**config.mk**
```make
export PLATFORM = sky130hd
export DESIGN_NAME = bcd_convert_scheduler
export DESIGN_NICKNAME = d
export VERILOG_FILES = /design/src/rtl/bcd_pkg.sv /design/src/rtl/rr_arbiter.sv /design/src/rtl/bcd_convert_scheduler.sv
export SDC_FILE = /design/constraint.sdc
export NUM_CORES = 1
export LEC_CHECK = 0
export CORE_MARGIN = 2
export CORE_UTILIZATION = 42
export DETAILED_ROUTE_END_ITERATION = 8
export GPL_ROUTABILITY_DRIVEN = 0
export MAX_ROUTING_LAYER = met4
export PLACE_DENSITY = 0.84
export SYNTH_ARGS = -nofsm -noshare
export SYNTH_HDL_FRONTEND = slang
export SYNTH_HIERARCHICAL = 1
export SYNTH_SLANG_ARGS = --single-unit
```
**constraint.sdc**
```tcl
create_clock -name clk -period 10.92 [get_ports clk]
set_input_delay 2.73 -clock clk [delete_from_list [all_inputs] [get_ports clk]]
set_output_delay 2.73 -clock clk [all_outputs]
set_load 0.01 [all_outputs]
```
**src/rtl/bcd_pkg.sv**
```systemverilog
`default_nettype none
// ============================================================================
// Package  : bcd_pkg
// Brief    : Shared types for the BCD conversion scheduler: the scheduler
//            FSM state encoding, the 4-bit BCD digit type and a power-of-ten
//            helper used for the overflow threshold.
// Revision : 1.0 - initial release
// ============================================================================
package bcd_pkg;

  // One BCD digit, value 0..9 in the low nibble.
  typedef logic [3:0] bcdDigit_t;

  // Scheduler FSM states, explicit 3-bit encoding.
  typedef enum logic [2:0] {
    IDLE   = 3'd0,
    LOAD   = 3'd1,
    SETTLE = 3'd2,
    WAIT   = 3'd3,
    RESP   = 3'd4
  } state_t;

  // 10**n as a 64-bit constant, evaluated at elaboration time.
  function automatic logic [63:0] pow10(input int unsigned n);
    logic [63:0] r;
    r = 64'd1;
    for (int unsigned i = 0; i < n; i++) begin
      r = r * 64'd10;
    end
    return r;
  endfunction

endpackage
`default_nettype wire

```
**src/rtl/rr_arbiter.sv**
```systemverilog
`default_nettype none
// ============================================================================
// Module   : rr_arbiter
// Brief    : Combinational round-robin selector. The search begins at ptr
//            and wraps modulo NUM_REQ; the first set request wins.
// Revision : 1.0 - initial release
// ============================================================================
module rr_arbiter
  import bcd_pkg::*;
#(
  parameter int NUM_REQ = 4
) (
  input  logic [NUM_REQ-1:0]         req,
  input  logic [$clog2(NUM_REQ)-1:0] ptr,
  output logic [NUM_REQ-1:0]         grant,
  output logic [$clog2(NUM_REQ)-1:0] idx
);

  localparam int c_idxW = $clog2(NUM_REQ);

  int                w_pos;
  logic [c_idxW-1:0] w_cand;
  logic              w_found;

  // Walk the requesters starting at ptr and pick the first active one.
  always_comb begin
    grant   = '0;
    idx     = '0;
    w_pos   = 0;
    w_cand  = '0;
    w_found = 1'b0;
    for (int i = 0; i < NUM_REQ; i++) begin
      w_pos = int'(ptr) + i;
      if (w_pos >= NUM_REQ) begin
        w_pos = w_pos - NUM_REQ;
      end
      w_cand = w_pos[c_idxW-1:0];
      if (!w_found && req[w_cand]) begin
        grant[w_cand] = 1'b1;
        idx           = w_cand;
        w_found       = 1'b1;
      end
    end
  end

endmodule
`default_nettype wire

```
**src/rtl/bcd_convert_scheduler.sv**
```systemverilog
`default_nettype none
// ============================================================================
// Module   : bcd_convert_scheduler
// Brief    : Shares one external binary-to-BCD converter between NUM_REQ
//            requesters. Round-robin grant, one conversion in flight, a
//            bounded wait on the converter and a held response slot.
// Revision : 1.0 - initial release
// ============================================================================
module bcd_convert_scheduler
  import bcd_pkg::*;
#(
  parameter int NUM_REQ = 4,
  parameter int BIN_W   = 32,
  parameter int DIGITS  = 3,
  parameter int TIMEOUT = 256
) (
  input  logic                             clk,
  input  logic                             rst,
  input  logic [NUM_REQ-1:0]               req_valid,
  input  logic [NUM_REQ-1:0][BIN_W-1:0]    req_data,
  output logic [NUM_REQ-1:0]               req_ready,
  output logic                             conv_load,
  output logic [BIN_W-1:0]                 conv_bin,
  input  logic                             conv_busy,
  input  bcdDigit_t [DIGITS-1:0]           conv_bcd,
  output logic                             rsp_valid,
  input  logic                             rsp_ready,
  output logic [$clog2(NUM_REQ)-1:0]       rsp_id,
  output bcdDigit_t [DIGITS-1:0]           rsp_bcd,
  output logic                             rsp_ovf,
  output logic                             rsp_err
);

  localparam int c_idxW = $clog2(NUM_REQ);
  localparam int c_cntW = $clog2(TIMEOUT + 1);
  // Comparison width wide enough for both the operand and 10**DIGITS.
  localparam int c_cmpW = (BIN_W > 64) ? BIN_W : 64;

  localparam logic [c_idxW-1:0] c_lastIdx  = c_idxW'(NUM_REQ - 1);
  localparam logic [c_cntW-1:0] c_cntLast  = c_cntW'(TIMEOUT - 1);
  localparam logic [c_cmpW-1:0] c_ovfLimit = c_cmpW'(pow10(DIGITS));

  state_t                  r_state;
  logic [c_idxW-1:0]       r_ptr;
  logic [c_idxW-1:0]       r_id;
  logic [c_cntW-1:0]       r_cnt;
  logic [BIN_W-1:0]        r_operand;
  logic                    r_ovf;
  logic                    r_err;
  bcdDigit_t [DIGITS-1:0]  r_bcd;

  logic [NUM_REQ-1:0]      w_grant;
  logic [c_idxW-1:0]       w_idx;
  logic [BIN_W-1:0]        w_winData;
  logic                    w_winOvf;
  logic [c_idxW-1:0]       w_ptrNext;
  logic                    w_anyReq;
  logic                    w_idle;

  rr_arbiter #(
    .NUM_REQ (NUM_REQ)
  ) u_arb (
    .req   (req_valid),
    .ptr   (r_ptr),
    .grant (w_grant),
    .idx   (w_idx)
  );

  assign w_anyReq  = |req_valid;
  assign w_idle    = (r_state == IDLE) && !rst;
  assign w_winData = req_data[w_idx];
  assign w_winOvf  = c_cmpW'(w_winData) >= c_ovfLimit;
  assign w_ptrNext = (w_idx == c_lastIdx) ? '0 : w_idx + 1'b1;

  // Handshake strobes are decoded from the state register and forced low in reset.
  assign req_ready = w_idle ? w_grant : '0;
  assign conv_load = (r_state == LOAD) && !rst;
  assign rsp_valid = (r_state == RESP) && !rst;

  assign conv_bin  = r_operand;
  assign rsp_id    = r_id;
  assign rsp_bcd   = r_bcd;
  assign rsp_ovf   = r_ovf;
  assign rsp_err   = r_err;

  // Scheduler FSM: grant, load, settle, wait for the converter, hold response.
  always_ff @(posedge clk) begin
    if (rst) begin
      r_state   <= IDLE;
      r_ptr     <= '0;
      r_id      <= '0;
      r_cnt     <= '0;
      r_operand <= '0;
      r_ovf     <= 1'b0;
      r_err     <= 1'b0;
      r_bcd     <= '0;
    end else begin
      case (r_state)
        IDLE: begin
          if (w_anyReq) begin
            r_operand <= w_winData;
            r_id      <= w_idx;
            r_ovf     <= w_winOvf;
            r_ptr     <= w_ptrNext;
            r_cnt     <= '0;
            r_state   <= LOAD;
          end
        end
        LOAD: begin
          r_state <= SETTLE;
        end
        SETTLE: begin
          // Converter busy is not yet meaningful here.
          r_state <= WAIT;
        end
        WAIT: begin
          if (!conv_busy) begin
            r_bcd   <= conv_bcd;
            r_err   <= 1'b0;
            r_state <= RESP;
          end else if (r_cnt == c_cntLast) begin
            // TIMEOUT busy cycles elapsed: report an empty, flagged result.
            r_cnt   <= r_cnt + 1'b1;
            r_bcd   <= '0;
            r_err   <= 1'b1;
            r_state <= RESP;
          end else begin
            r_cnt   <= r_cnt + 1'b1;
          end
        end
        RESP: begin
          if (rsp_ready) begin
            r_state <= IDLE;
          end
        end
        default: begin
          r_state <= IDLE;
        end
      endcase
    end
  end

endmodule
`default_nettype wire

```
==> results of run 1 <==
==> kinds of logic (layout without fill, tap and decap cells) <==
family                   after synthesis  after routing  share of synthesized area, %
multiplexers                          38             38                          24.0
AND/OR/NAND/NOR                       84             84                          13.6
adder cells (fa/ha/maj)                8              8                          2.83
AO/OA/AOI/OAI                         92             92                          19.0
buffers and inverters                 36            229                          5.58
flip-flops                            62             62                          35.0
==> sequential cells by signal, summed over array words and instances, names as in the netlist <==
signal and count:
conv_bin 32, rsp_bcd 12, r_cnt 9, r_state 3, r_ptr 2, rsp_id 2
rsp_err 1, rsp_ovf 1
==> power breakdown <==
part           internal [mW]  switching (mW)
Combinational          0.422           0.344
Clock                  0.106          0.0918
Sequential             0.277          0.0408
==> placed cells by master (no fill, tap or decap), types with 5 or more instances in the layout <==
cell type and n:
nor4_1 7, a22oi_1 21, clkdlybuf4s50_1 201, inv_1 7
mux4_1 5, nand3_1 8, nor3_1 5, and2_1 5
a21oi_1 16, or4_1 5, o21ai_1 6, nor2_1 21
mux4_2 31, dfxtp_1 62, nand2_1 13, a22o_1 31
clkbuf_8 9, ha_1 8
==> routing by layer <==
metal / vias up / wire length (um) / GRT usage (%)
li1: 1653 / - / -
met1: 1663 / 4260 / 28.0
met2: 145 / 5840 / 41.5
met3: 6 / 763 / 5.17
met4: 0 / 99 / 4.76
met5: - / 0 / -
==> how the worst min path moves through the flow <==
| stage | start | endpoint | slack [ps] | depth (start not counted) |
|---|---|---|---|---|
| finish | conv_bin[0] | conv_bin[0] | 460 | 2 |
| global route | conv_bin[0] | conv_bin[0] | 470 | 2 |
| CTS | conv_bin[0] | conv_bin[0] | 460 | 2 |
| detailed placement | rsp_err | rsp_err | 450 | 2 |
| global placement | rsp_err | rsp_err | 440 | 2 |
| floorplan | r_cnt[6] | r_cnt[6] | 450 | 2 |
==> synth_stat cells (2+ instances only) <==
cell type,number
a22o_1,31
nand3b_1,2
nand4_1,2
a22oi_1,21
o31ai_1,5
clkbuf_1,7
dfxtp_1,62
mux2i_1,2
nor4_1,7
nor2b_1,2
nor3_4,2
o21ai_0,2
and3_1,2
nand3_1,8
nor2_1,21
or3_1,2
and2_1,4
buf_6,3
or4_1,5
o21ai_1,6
ha_1,8
o21a_1,3
mux4_1,5
mux4_2,31
a21oi_1,17
nor3_1,5
buf_2,16
nand2_1,13
inv_1,7
==> final cells by class <==
cell class | count | area, um2 | share of cell area, %
Clock buffer | 9 | 124 | 2.14
Clock inverter | 7 | 75.1 | 1.30
Inverter | 8 | 30.0 | 0.520
Multi-Input combinational cell | 222 | 2130 | 36.9
Sequential cell | 62 | 1240 | 21.5
Tap cell | 105 | 131 | 2.27
Timing Repair Buffer | 205 | 2040 | 35.3
==> through the flow <==
stage	power [mW]	cell area, um2	std cells
finish	1.28	5780	618
global route	1.36	5780	618
CTS	1.29	5780	618
detailed placement	1.09	5580	602
global placement	1.08	5580	602
floorplan	0.855	3540	320
==> critical path, cell delays in order <==
cell and delay [ps]:
clkdlybuf4s50_1 520, mux4_2 680, nor3_4 320, a22oi_1 110, o21ai_1 90, and2_1 140
clkdlybuf4s50_1 550
==> out/results.ini, run 1 <==
[outcome]
run_status=completed

[sta]
rsz0062_at_grt=false
setup_violations=0
fin_skew_ps=9.12
fin_ws_ps=3050
tightest_slew_ps=1190
period_share_pct=72.1
fin_hold_ws_ps=461
hold_viol=0
fin_tns_setup_ps=0
min_period_ps=7870
slew_headroom_pct=20.7
slew_viol_final=0
fmax_mhz=127

[yosys]
synth_top_area_share_pct=35.0
syn_inst=320
syn_area_mm2=0.00354
yosys.area.top_type=dfxtp_1
avgSynthCellArea_um2=11.1
async_flop_share_pct=0
syn_nets=476
seq_area_frac_synth_pct=35.0
synth_edf_count=0
synth_warnings=6
post_synth_num_cell_types=48
yosys_register_bits=62
synth.area.top_cells=dfxtp_1 35%, mux4_2 20%, a22o_1 7.7%
dominantRegCellSynth=dfxtp_1

[setup_path]
crit_fanout=12
critPathLaunchType=input pin
cp.arrival_ps=5140
rrSetupSlack_ps=6230
crit_type=input pin to output port
required_ps=8190
rr_endpoint=rsp_ovf
critPathLaunch=req_valid[3]
timing.rr.start=r_ptr[0]
endpoint=req_ready[0]
end_kind=output port
ff2ff_path_depth=11

[clock_tree]
cts_setup_buffers=0
ctsHoldBuffers=0
cts-buffers-inserted=9
clkSinkCount=62
post_cts_resize_count=0
htree_levels=3
clk_pin_slew_ps=70
clk_latency_ps=330
clockBufferDepth=2
cts_tree=built
root_buffer=clkbuf_8

[final_layout]
antenna-diode-count=0
syn_to_final_growth_pct=63.1
nFillCells=639
nets=664
drive_above_1_share_pct=11.9
final_util_pct=70.7

[route]
ant_nets=0
viasPerCell=5.61
first_pass_iters=4
drtIter0Drc=95
drt-total-wl_um=11000
drcViolationCount=0
via_count=3467
wl_per_cell_um=17.7

[floorplan]
start_util_pct=43.3
core_mm2=0.00818
die_x_um=95.8
dieArea_mm2=0.00918
row_count=33
dieHeight_um=95.8
ios=202

[hold_path]
holdCritPathClass=flop to flop

[power_and_ir_drop]
p_leak_nw=2.05
ir_worst_vdd_uv=165
p_per_area_mw_per_mm2=222

[global_routing]
grt.total_usage_pct=23.6
grt_max_degree=35
grt_pass1_vias=3371
antenna_found_initial=0
grt.overflow.total=0
grt_pass1_wl_um=16400

[place]
dpl.hpwl_um=8800
port_buffers=201
place_ws_ps=3070

[run]
maxCapViolCount=0

Note: power is estimated with default switching activity, not from simulation.
==> run 2: changes to the inputs <==
CORE_UTILIZATION = 35   (was 42)
PLACE_DENSITY = 0.75   (was 0.84)
clock period = 6.31 ns   (was 10.92 ns; I/O delays follow)
==> out/results.ini, run 2 (synthesis results as in run 1) <==
[setup_path]
crit_chain=clkdlybuf4s50_1 > mux4_2 > nand2b_4 > nor3_4 > a22oi_1 > o21ai_1 > and2_1 > clkdlybuf4s50_1
worst_path_most_repeated_cell=clkdlybuf4s50_1
required_ps=4730
slowest_stage=mux4_2
timing.rr.start=r_ptr[0]
crit_fanout=8
ff2ff_path_depth=12
end_kind=output port
critPathLaunchType=input pin
slowest_delay_ps=540
cp.arrival_ps=3940
rr_endpoint=rsp_ovf
crit_type=input pin to output port
rrSetupSlack_ps=1870

[final_layout]
drive_above_1_share_pct=11.9
antenna-diode-count=0
nets=665
fin_area_mm2=0.00583
final_common_cell=clkdlybuf4s50_1
mostFrequentLayoutCells=201 x clkdlybuf4s50_1, 62 x dfxtp_1, 31 x a22o_1, 31 x mux4_2
syn_to_final_growth_pct=64.7
largest_register_ffs=32

[power_and_ir_drop]
share_comb_of_total_power_pct=59.8
p_per_area_mw_per_mm2=383
p_clk_share_pct=15.6
power.switching_mw=0.817
intPower_mw=1.41
p_leak_nw=2.06
ir_worst_vdd_uv=278
switching_share_pct=36.6
seq_power_share_pct=24.6

[floorplan]
die_x_um=105
core_mm2=0.00982
ios=202
row_count=36
dieArea_mm2=0.0109
start_util_pct=36.1
dieHeight_um=105

[sta]
fin_ws_ps=788
min_period_ps=5520
hold_viol=0
slew_headroom_pct=22.4
period_share_pct=87.5
fin_tns_setup_ps=0
fmax_mhz=181
tightest_slew_ps=1160
fin_skew_ps=7.85
rsz0062_at_grt=false
slew_viol_final=0
setup_violations=0

[place]
place_ws_ps=797
port_buffers=201
dpl.hpwl_um=8830
placed_area_mm2=0.00563

[route]
viasPerCell=5.38
drt-total-wl_um=11100
via_count=3484
drcViolationCount=0
first_pass_iters=4
ant_nets=0
drtIter0Drc=146
wl_per_cell_um=17.2

[clock_tree]
ctsHoldBuffers=0
clk_latency_ps=330
cts_tree=built
htree_levels=3
root_buffer=clkbuf_8
post_cts_resize_count=0
cts-buffers-inserted=9
cts_setup_buffers=0
clockBufferDepth=2
clkSinkCount=62
clk_pin_slew_ps=70

[outcome]
run_status=completed

[global_routing]
grt_pass1_wl_um=17600
grt.total_usage_pct=20.8
antenna_found_initial=0
grt_pass1_vias=3527
grt.overflow.total=0
grt_max_degree=36

[hold_path]
holdCritPathClass=flop to flop
hold_depth=2
min_from=conv_bin[2]
min_to=conv_bin[2]

[run]
maxCapViolCount=0

-- run 2: cell count changes in the layout (fill, tap and decap cells not counted) --
| cell | delta |
|---|---|
| buf_12 | +1 |
| clkinvlp_4 | -1 |
| clkinv_4 | -1 |
| clkbuf_8 | +1 |
| clkbuf_1 | +1 |
-- run 2: through the flow --
stage / hold slack, ps / std cells / util (%) / total power [mW]
floorplan: 452 / 320 / - / 1.48
global placement: 445 / 631 / 57.4 / 1.88
detailed placement: 454 / 631 / 57.4 / 1.91
CTS: 464 / 647 / 59.4 / 2.26
global route: 487 / 647 / 59.4 / 2.38
finish: 456 / 647 / 59.4 / 2.23
-- run 2: final cells by class --
| type | instances | area, um2 |
|---|---|---|
| Fill cell | 882 | 3990 |
| Clock buffer | 11 | 141 |
| Tap cell | 133 | 166 |
| Timing Repair Buffer | 206 | 2060 |
| Sequential cell | 62 | 1240 |
| Clock inverter | 5 | 58.8 |
| Multi-Input combinational cell | 222 | 2130 |
| Inverter | 8 | 30.0 |
-- run 2: worst max path at each step --
stage / from / to / slack (ps) / cells after the start
2_1_floorplan: req_valid[1] / req_ready[0] / 1960 / 6
3_3_place_gp: req_valid[3] / req_ready[2] / 880 / 8
3_5_place_dp: req_valid[1] / req_ready[1] / 800 / 8
4_1_cts: req_valid[1] / req_ready[1] / 790 / 8
5_1_grt: req_valid[1] / req_ready[2] / 660 / 8
6_report: req_valid[1] / req_ready[1] / 790 / 8
-- run 2: critical path: cells and delay by family --
| family | cells | cell delay [ps] |
|---|---|---|
| compound gates | 2 | 200 |
| buf+inv | 2 | 1050 |
| mux | 1 | 540 |
| simple gates | 3 | 570 |
-- run 2: per-layer routing --
layer  global-route usage [%]  up-vias  wire length [um]  part of all wire [%]
met5                        -        -                 0                     0
met4                     6.76        0               133                   1.2
met3                     4.49       10               640                   5.7
met2                     36.9      118              6050                    54
met1                     23.2     1697              4320                    39
li1                         -     1659                 -                     -
-- run 2: power by group through the flow --
stage / combinational, mW / sequential, mW / clock (mW)
4_1_cts: 1.35 / 0.548 / 0.361
3_3_place_gp: 1.33 / 0.551 / 0
2_1_floorplan: 0.908 / 0.572 / 0
6_report: 1.34 / 0.548 / 0.349
5_1_grt: 1.44 / 0.563 / 0.378
3_5_place_dp: 1.35 / 0.554 / 0
